**config.mk**
```make
export PLATFORM = sky130hd
export DESIGN_NAME = down_sram_drain_ctrl
export DESIGN_NICKNAME = d
export VERILOG_FILES = /design/src/rtl/down_sram_drain_ctrl.sv
export SDC_FILE = /design/constraint.sdc
export NUM_CORES = 1
export LEC_CHECK = 0
export BUFFER_PORTS_ARGS = -buffer_cell sky130_fd_sc_hd__buf_2
export CAP_MARGIN = 20
export CORE_UTILIZATION = 56
export CTS_CLUSTER_SIZE = 24
export DETAILED_ROUTE_END_ITERATION = 10
export PLACE_DENSITY_LB_ADDON = 0.08
export SETUP_SLACK_MARGIN = 0.5
export SLEW_MARGIN = 20
export SYNTH_ARGS = -nofsm -noshare
export SYNTH_HDL_FRONTEND = slang
export SYNTH_SLANG_ARGS = --single-unit
```
**constraint.sdc**
```tcl
create_clock -name clk -period 3.5 [get_ports clk]
set_input_delay 1.05 -clock clk [delete_from_list [all_inputs] [get_ports clk]]
set_output_delay 1.05 -clock clk [all_outputs]
set_load 0.01 [all_outputs]
```
**src/rtl/down_sram_drain_ctrl.sv**
```systemverilog
// down_sram_drain_ctrl
//   Drains a row range of the down (output) SRAM of systolic_array_top and
//   serializes each NUM_COL-wide row into OUT_DATA_WIDTH words on a
//   valid/ready stream, column 0 first.
//
// Ports
//   clk, rst_n            clock, async active-low reset
//   i_start               start request (only sampled while idle)
//   i_start_addr/i_end_addr  inclusive row range, captured at start; wraps
//   o_busy, o_done        busy from start through the done cycle; done pulse
//   o_down_rd_en/addr     SRAM read port; data returns one cycle later
//   i_down_rd_data        SRAM read data
//   o_data_valid/o_data/o_data_col/o_data_last, i_data_ready  output stream
//
// Build option
//   DOWN_DRAIN_PREFETCH_EN  adds a second row buffer; the next row is read
//   while the current one drains, so rows stream without bubbles.
module down_sram_drain_ctrl #(
  parameter int NUM_COL              = 4,
  parameter int OUT_DATA_WIDTH       = 32,
  parameter int LOG2_SRAM_BANK_DEPTH = 5,
  localparam int CW    = (NUM_COL > 1) ? $clog2(NUM_COL) : 1,
  localparam int AW    = LOG2_SRAM_BANK_DEPTH,
  localparam int ROW_W = NUM_COL * OUT_DATA_WIDTH
) (
  input  logic                      clk,
  input  logic                      rst_n,
  input  logic                      i_start,
  input  logic [AW-1:0]             i_start_addr,
  input  logic [AW-1:0]             i_end_addr,
  output logic                      o_busy,
  output logic                      o_done,
  output logic                      o_down_rd_en,
  output logic [AW-1:0]             o_down_rd_addr,
  input  logic [ROW_W-1:0]          i_down_rd_data,
  output logic                      o_data_valid,
  output logic [OUT_DATA_WIDTH-1:0] o_data,
  output logic [CW-1:0]             o_data_col,
  output logic                      o_data_last,
  input  logic                      i_data_ready
);

  typedef enum logic [2:0] {S_IDLE, S_READ, S_CAPTURE, S_SEND, S_DONE} state_t;

  state_t            state, state_nx;
  logic [AW-1:0]     ptr, end_q;
  logic [CW-1:0]     col;
  logic [ROW_W-1:0]  row_a;
  logic [ROW_W-1:0]  row_cur;
  logic              col_last, at_end, fire;
  logic              pf_issue, pf_ready;

  assign col_last = (col == CW'(NUM_COL - 1));
  assign at_end   = (ptr == end_q);
  assign fire     = (state == S_SEND) && i_data_ready;

`ifdef DOWN_DRAIN_PREFETCH_EN
  logic [ROW_W-1:0] row_b;
  logic             cur;        // which buffer is being drained
  logic             pf_issued;  // next row already requested for this row
  logic             pf_cap;     // prefetched data arrives this cycle

  // Issue before the last column so the data has landed by the time the
  // last word transfers; the alternate buffer is idle until the swap, so a
  // stall can never clobber it.
  assign pf_issue = (state == S_SEND) && !pf_issued && !at_end && !col_last;
  assign pf_ready = pf_issued;
  assign row_cur  = cur ? row_b : row_a;
`else
  assign pf_issue = 1'b0;
  assign pf_ready = 1'b0;
  assign row_cur  = row_a;
`endif

  always_ff @(posedge clk or negedge rst_n) begin
    if (!rst_n) state <= S_IDLE;
    else        state <= state_nx;
  end

  always_comb begin
    state_nx = state;
    case (state)
      S_IDLE:    if (i_start) state_nx = S_READ;
      S_READ:    state_nx = S_CAPTURE;
      S_CAPTURE: state_nx = S_SEND;
      S_SEND:
        if (fire && col_last) begin
          if (at_end)        state_nx = S_DONE;
          else if (pf_ready) state_nx = S_SEND;
          else               state_nx = S_READ;
        end
      S_DONE:    state_nx = S_IDLE;
      default:   state_nx = S_IDLE;
    endcase
  end

  always_ff @(posedge clk or negedge rst_n) begin
    if (!rst_n) begin
      ptr   <= '0;
      end_q <= '0;
      col   <= '0;
      row_a <= '0;
`ifdef DOWN_DRAIN_PREFETCH_EN
      row_b     <= '0;
      cur       <= 1'b0;
      pf_issued <= 1'b0;
      pf_cap    <= 1'b0;
`endif
    end else begin
`ifdef DOWN_DRAIN_PREFETCH_EN
      pf_cap <= pf_issue;
      if (pf_issue) pf_issued <= 1'b1;
      if (pf_cap) begin
        if (cur) row_a <= i_down_rd_data;
        else     row_b <= i_down_rd_data;
      end
`endif
      case (state)
        S_IDLE:
          if (i_start) begin
            ptr   <= i_start_addr;
            end_q <= i_end_addr;
            col   <= '0;
`ifdef DOWN_DRAIN_PREFETCH_EN
            cur       <= 1'b0;
            pf_issued <= 1'b0;
`endif
          end
        S_CAPTURE: begin
          col <= '0;
`ifdef DOWN_DRAIN_PREFETCH_EN
          if (cur) row_b <= i_down_rd_data;
          else     row_a <= i_down_rd_data;
`else
          row_a <= i_down_rd_data;
`endif
        end
        S_SEND:
          if (i_data_ready) begin
            if (col_last) begin
              col <= '0;
              if (!at_end) ptr <= ptr + AW'(1);  // natural wrap at 2^AW
`ifdef DOWN_DRAIN_PREFETCH_EN
              if (pf_issued) begin
                cur       <= ~cur;
                pf_issued <= 1'b0;
              end
`endif
            end else begin
              col <= col + CW'(1);
            end
          end
        default: ;
      endcase
    end
  end

  // Outputs decode straight from state so reset zeroes them immediately.
  always_comb begin
    o_busy         = (state != S_IDLE);
    o_done         = (state == S_DONE);
    o_data_valid   = (state == S_SEND);
    o_data         = '0;
    o_data_col     = '0;
    o_data_last    = 1'b0;
    o_down_rd_en   = (state == S_READ) || pf_issue;
    o_down_rd_addr = '0;
    if (state == S_READ)  o_down_rd_addr = ptr;
    else if (pf_issue)    o_down_rd_addr = ptr + AW'(1);
    if (state == S_SEND) begin
      o_data      = row_cur[int'(col)*OUT_DATA_WIDTH +: OUT_DATA_WIDTH];
      o_data_col  = col;
      o_data_last = col_last && at_end;
    end
  end

endmodule

```
# Word level (Yosys, flattened, before mapping)
# Index checks and enable logic that the tools add are counted.
[totals]
reg_bits = 143
input_bits = 142
out_inout_bits = 44
elab_cells = 47
[classes]
add_sub_neg = 2
eq_ne = 11
shift = 1
mux = 17
reduce_logical = 11
[op_table]
columns = ["operator", "count"]
rows = [
  ["indexed part select 128 x 8 -> 32 bit", 1],
  ["two-way mux 32 bit", 1],
  ["two-way mux 5 bit", 5],
  ["one-hot mux 3 bit (4 select lines)", 1],
  ["one-hot mux 5 bit (2 select lines)", 1],
  ["two-way mux 3 bit", 3],
  ["two-way mux 2 bit", 4],
  ["equality test 3 x 2 -> 1 bit (second input constant)", 2],
  ["!= test 2 x 1 -> 1 bit (second input constant)", 3],
  ["one-hot mux 2 bit (3 select lines)", 1],
  ["nonzero test 3 bit", 2],
  ["adder 5 x 1 -> 5 bit (second input constant)", 1],
  ["equality test 5 bit", 1],
  ["AND reduction 5 bit", 1],
  ["!= test 2 bit (second input constant)", 2],
  ["AND reduction 2 bit", 2],
  ["equality test 3 x 1 -> 1 bit (second input constant)", 1],
  ["equality test 3 bit (second input constant)", 1],
  ["logical AND 1 bit", 3],
  ["logical NOT 3 bit", 1],
  ["AND reduction 3 bit", 1],
  ["adder 2 x 1 -> 2 bit (second input constant)", 1],
  ["equality test 2 bit (second input constant)", 1],
  ["nonzero test 2 bit", 1],
  ["two-way mux 1 bit", 1],
]

# Logic depth before layout (Yosys ltp)
[logic_depth]
ltp_word = 5
mapped_depth = 8
ltp_nobuf = 6

# Worst setup path after synthesis
# OpenSTA, ideal clock, no wires.
[synth_path]
path_type = "register to output"
start = "reg col[0]"
end = "out o_data[10]"
arrival_time_ps = 1555
t_required_ps = 2450
slack_ps = 895
stages_incl_launch_ff = 5
n_path_buf = 2
path_cell_list = "dfrtp_1 > buf_2 > buf_2 > mux4_2 > and2_1"
[synth_via]
elab_chain_cells = 2
[synth_lines]
columns = ["element", "line_no", "rtl"]
rows = [
  ["from (decl)", "47", "logic [CW-1:0] col;"],
  ["from (signal assigned)", "150", "col <= col + CW'(1);"],
  ["indexed part select 128 x 8 -> 32 bit", "171", "o_data = row_cur[int'(col)*OUT_DATA_WIDTH +: OUT_DATA_WIDTH];"],
  ["two-way mux 32 bit", "170", "if (state == S_SEND) begin"],
  ["to (decl)", "37", "output logic [OUT_DATA_WIDTH-1:0] o_data,"],
]
# Every way passes these cells.

# Worst setup path in the final report
[layout_path]
start = "reg col[0]"
end = "out o_data[1]"
# Same word-level chain as after synthesis.

==> impl_results.md <==
* Post-Place Setup Slack at 0.7294 ns
* Synth area leader: dfrtp_1
* Startpoint Class: flip-flop
* GRT Total Usage at 25.35%
* Pleak at 3.846 nW
* Gpl congestion at 0.8409
* DRT Pass-1 Iters at 4
* Max_cap viols at 0
* Status: complete, no violations
* DR WL/cell at 18.33 um
* WL met1 at 6097 um
* Period utilisation layout at 84.33%
* Overall Power at 8.799 mW
* Slew Limit Fails at 0
* Max clock buf depth at 2
* Seq cells post-synth at 143
* Setup CP Type: reg -> out
* Maximum net fanout on the critical path at 9
* Setup slack after layout at 0.5483 ns
* CP cell instances: buf_8 > mux4_2 > and2_1 > buf_2
* DR top layer: met4
* Fin crit period at 2.952 ns
* Power Density at 1049 nW/um2
* Post-DRT Antenna Nets at 0
* Boundary pin count at 186
* Post-Place Cells at 756
* Peak supply drop at 838.7 uV
* Syn nets at 591
* Largest cells by area after synthesis: dfrtp_1, mux2_2, mux4_2
* Worst slew pin tran at 0.8989 ns
* Core footprint at 11,470 um2
* Vias in the first global route at 4,735
* Largest net degree at the start of global routing at 67
* Setup violators final at 0
* Residual DRC at 0
* Maximum clock frequency at 338.8 MHz
* Area grow syn2layout at 26.80%
* TNS Setup at 0 ns
* First DRT Iteration DRCs at 255
* Met2 Routed Length at 7068 um
* Clock Latency Late Sink at 0.42 ns
* Root buffer cell: clkbuf_16
* Mapped cell area at 6616 um2
* Routed vias/inst at 5.463
* Synth Warn # at 0
* PortBufs at 185
* Non-filler cells, final at 792
* Starting Density at 57.70%
* Initial antenna violation count at 0
* Post-synthesis sequential area ratio at 54.08%
* TritonCTS clock tree: yes
* Final #Nets at 780
* Clock transition at path regs at 0.06 ns
* Total gr overflow at 0
* CP max-delay cell: mux4_2
* Hold Fails Final Rpt at 0
* CP required at 2.45 ns
* Skew final at 0.007897 ns
* Width of the die at 110.7 um
* WP data arrival at 1.90 ns
* DIE HEIGHT at 110.7 um
* H-tree levels at 4
* RSZ-0062 raised after global routing: true
* Post-synth top area share at 54.08%
* Most frequent cells in the layout: buf_2, dfrtp_1, mux2_2, and2_1, mux4_2
* FP Rows at 39
* Mean Syn Cell Area at 14.80 um2
* Cells after synthesis at 447
* WHS at 0.5005 ns
* CTS Sinks at 143
* Worst stage delay on the critical path at 0.50 ns
* Worst hold path class: reg -> reg
* Worst slew margin at 39.75%
* Commonest non-fill, non-tap cell in the layout: buf_2
* Die Footprint at 12,250 um2
* CTS buffer count at 17
* First-pass GRT wire length at 23,820 um
* N_diodes at 0
* Unique masters post-synth at 40
* Share of cells above drive strength 1 at 62.56%
* CP endpoint kind: output port
* Met3 WL at 998 um
* Routed via count at 4,327
* Detailed Place HPWL at 9776 um
* WL final at 14,510 um
[per-stage QoR]
stage	utilization [%]	instance area (um2)
2_1_floorplan	-	6616
3_3_place_gp	67.03	7686
3_5_place_dp	67.03	7686
4_1_cts	72.41	8303
5_1_grt	73.16	8389
6_report	73.16	8389
[Yosys cell counts]
library cell	instances
a2bb2oi_1	1
a311oi_1	1
a21boi_0	1
buf_1	1
inv_2	1
buf_6	3
xor2_1	3
mux2_2	129
nor2_1	5
a21oi_1	2
mux4_2	32
o221a_2	1
nor3_1	6
and3_2	2
dfrtp_1	143
a221oi_1	1
nand2b_1	1
a31o_2	1
ha_1	2
clkinv_4	1
a221o_2	1
nand2_1	21
nand4_1	1
and3_1	2
inv_1	3
a221o_1	1
and2_1	39
nor4_1	1
clkbuf_1	5
buf_2	8
a31oi_1	2
o21ai_0	2
or3_1	1
a211oi_1	1
o22ai_1	1
xnor2_1	2
and2_2	1
buf_4	12
o21a_1	1
nand3_1	5
[cell type report]
cell class | instances | area (um2)
well taps | 143 | 178.9
clock inverters | 6 | 80.08
fillers | 769 | 3078
flip-flops and latches | 143 | 3587
multi-input cells | 270 | 2858
inverters | 5 | 31.28
repair buffers | 198 | 1144
clock buffers | 26 | 499.2
repair inverters | 1 | 11.26
[report_power, final]
part / switching (mW) / internal [mW] / leakage, nW / total, mW
clock network: 0.654 / 1.12 / 0.288 / 1.77
logic: 1.62 / 2.39 / 1.85 / 4.01
registers: 0.505 / 2.51 / 1.70 / 3.02
[cell families after synthesis]
| kind of cell | Yosys count | share of synthesized area, % |
|---|---|---|
| DFF | 143 | 54.08 |
| and+or+nand+nor | 85 | 6.903 |
| xor gates and xnor gates | 5 | 0.6620 |
| buffers and inverters | 34 | 3.177 |
| AOI/OAI and AO/OA | 17 | 1.948 |
| muxes | 161 | 32.85 |
| adders and majority gates | 2 | 0.3782 |
[worst max-delay path: cells and delay by family, from the launching register on]
family,cells,cell delay [ns]
buffers and inverters,2,0.32
DFF,1,0.48
muxes,1,0.50
and+or+nand+nor,1,0.18
[sequential cells by signal (all words and copies together), names as in the netlist]
| name | flops |
|---|---|
| col | 2 |
| state | 3 |
| ptr | 5 |
| row_a | 128 |
| end_q | 5 |
[what timing repair did]
item,CTS,global route
pin swaps,0,1
hold buffers,0,0
hold endpoints to repair,0,0
resized for setup,7,13
buffers inserted,1,1
endpoints found under the setup margin,35,33
gates cloned,0,2
[routing by layer]
| metal | vias up | global-route usage, % |
|---|---|---|
| met1 | 2133 | 32.15 |
| met2 | 162 | 40.62 |
| met5 | - | 0 |
| met4 | 0 | 11.02 |
| li1 | 2009 | - |
| met3 | 23 | 7.545 |
[final timing paths]
check / slack, ns / start / endpoint / cells after the start
setup / recovery: 0.55 / col[0] / o_data[1] / 4
hold / removal: 0.50 / row_a[86] / row_a[86] / 1
setup reg to reg: 1.33 / col[0] / ptr[1] / 7
hold reg to reg: 0.50 / row_a[86] / row_a[86] / 1
max in group asynchronous: 2.04 / rst_n / col[1] / 2
min in group asynchronous: 0.61 / rst_n / row_a[3] / 1
(Power assumes the default switching activity.)
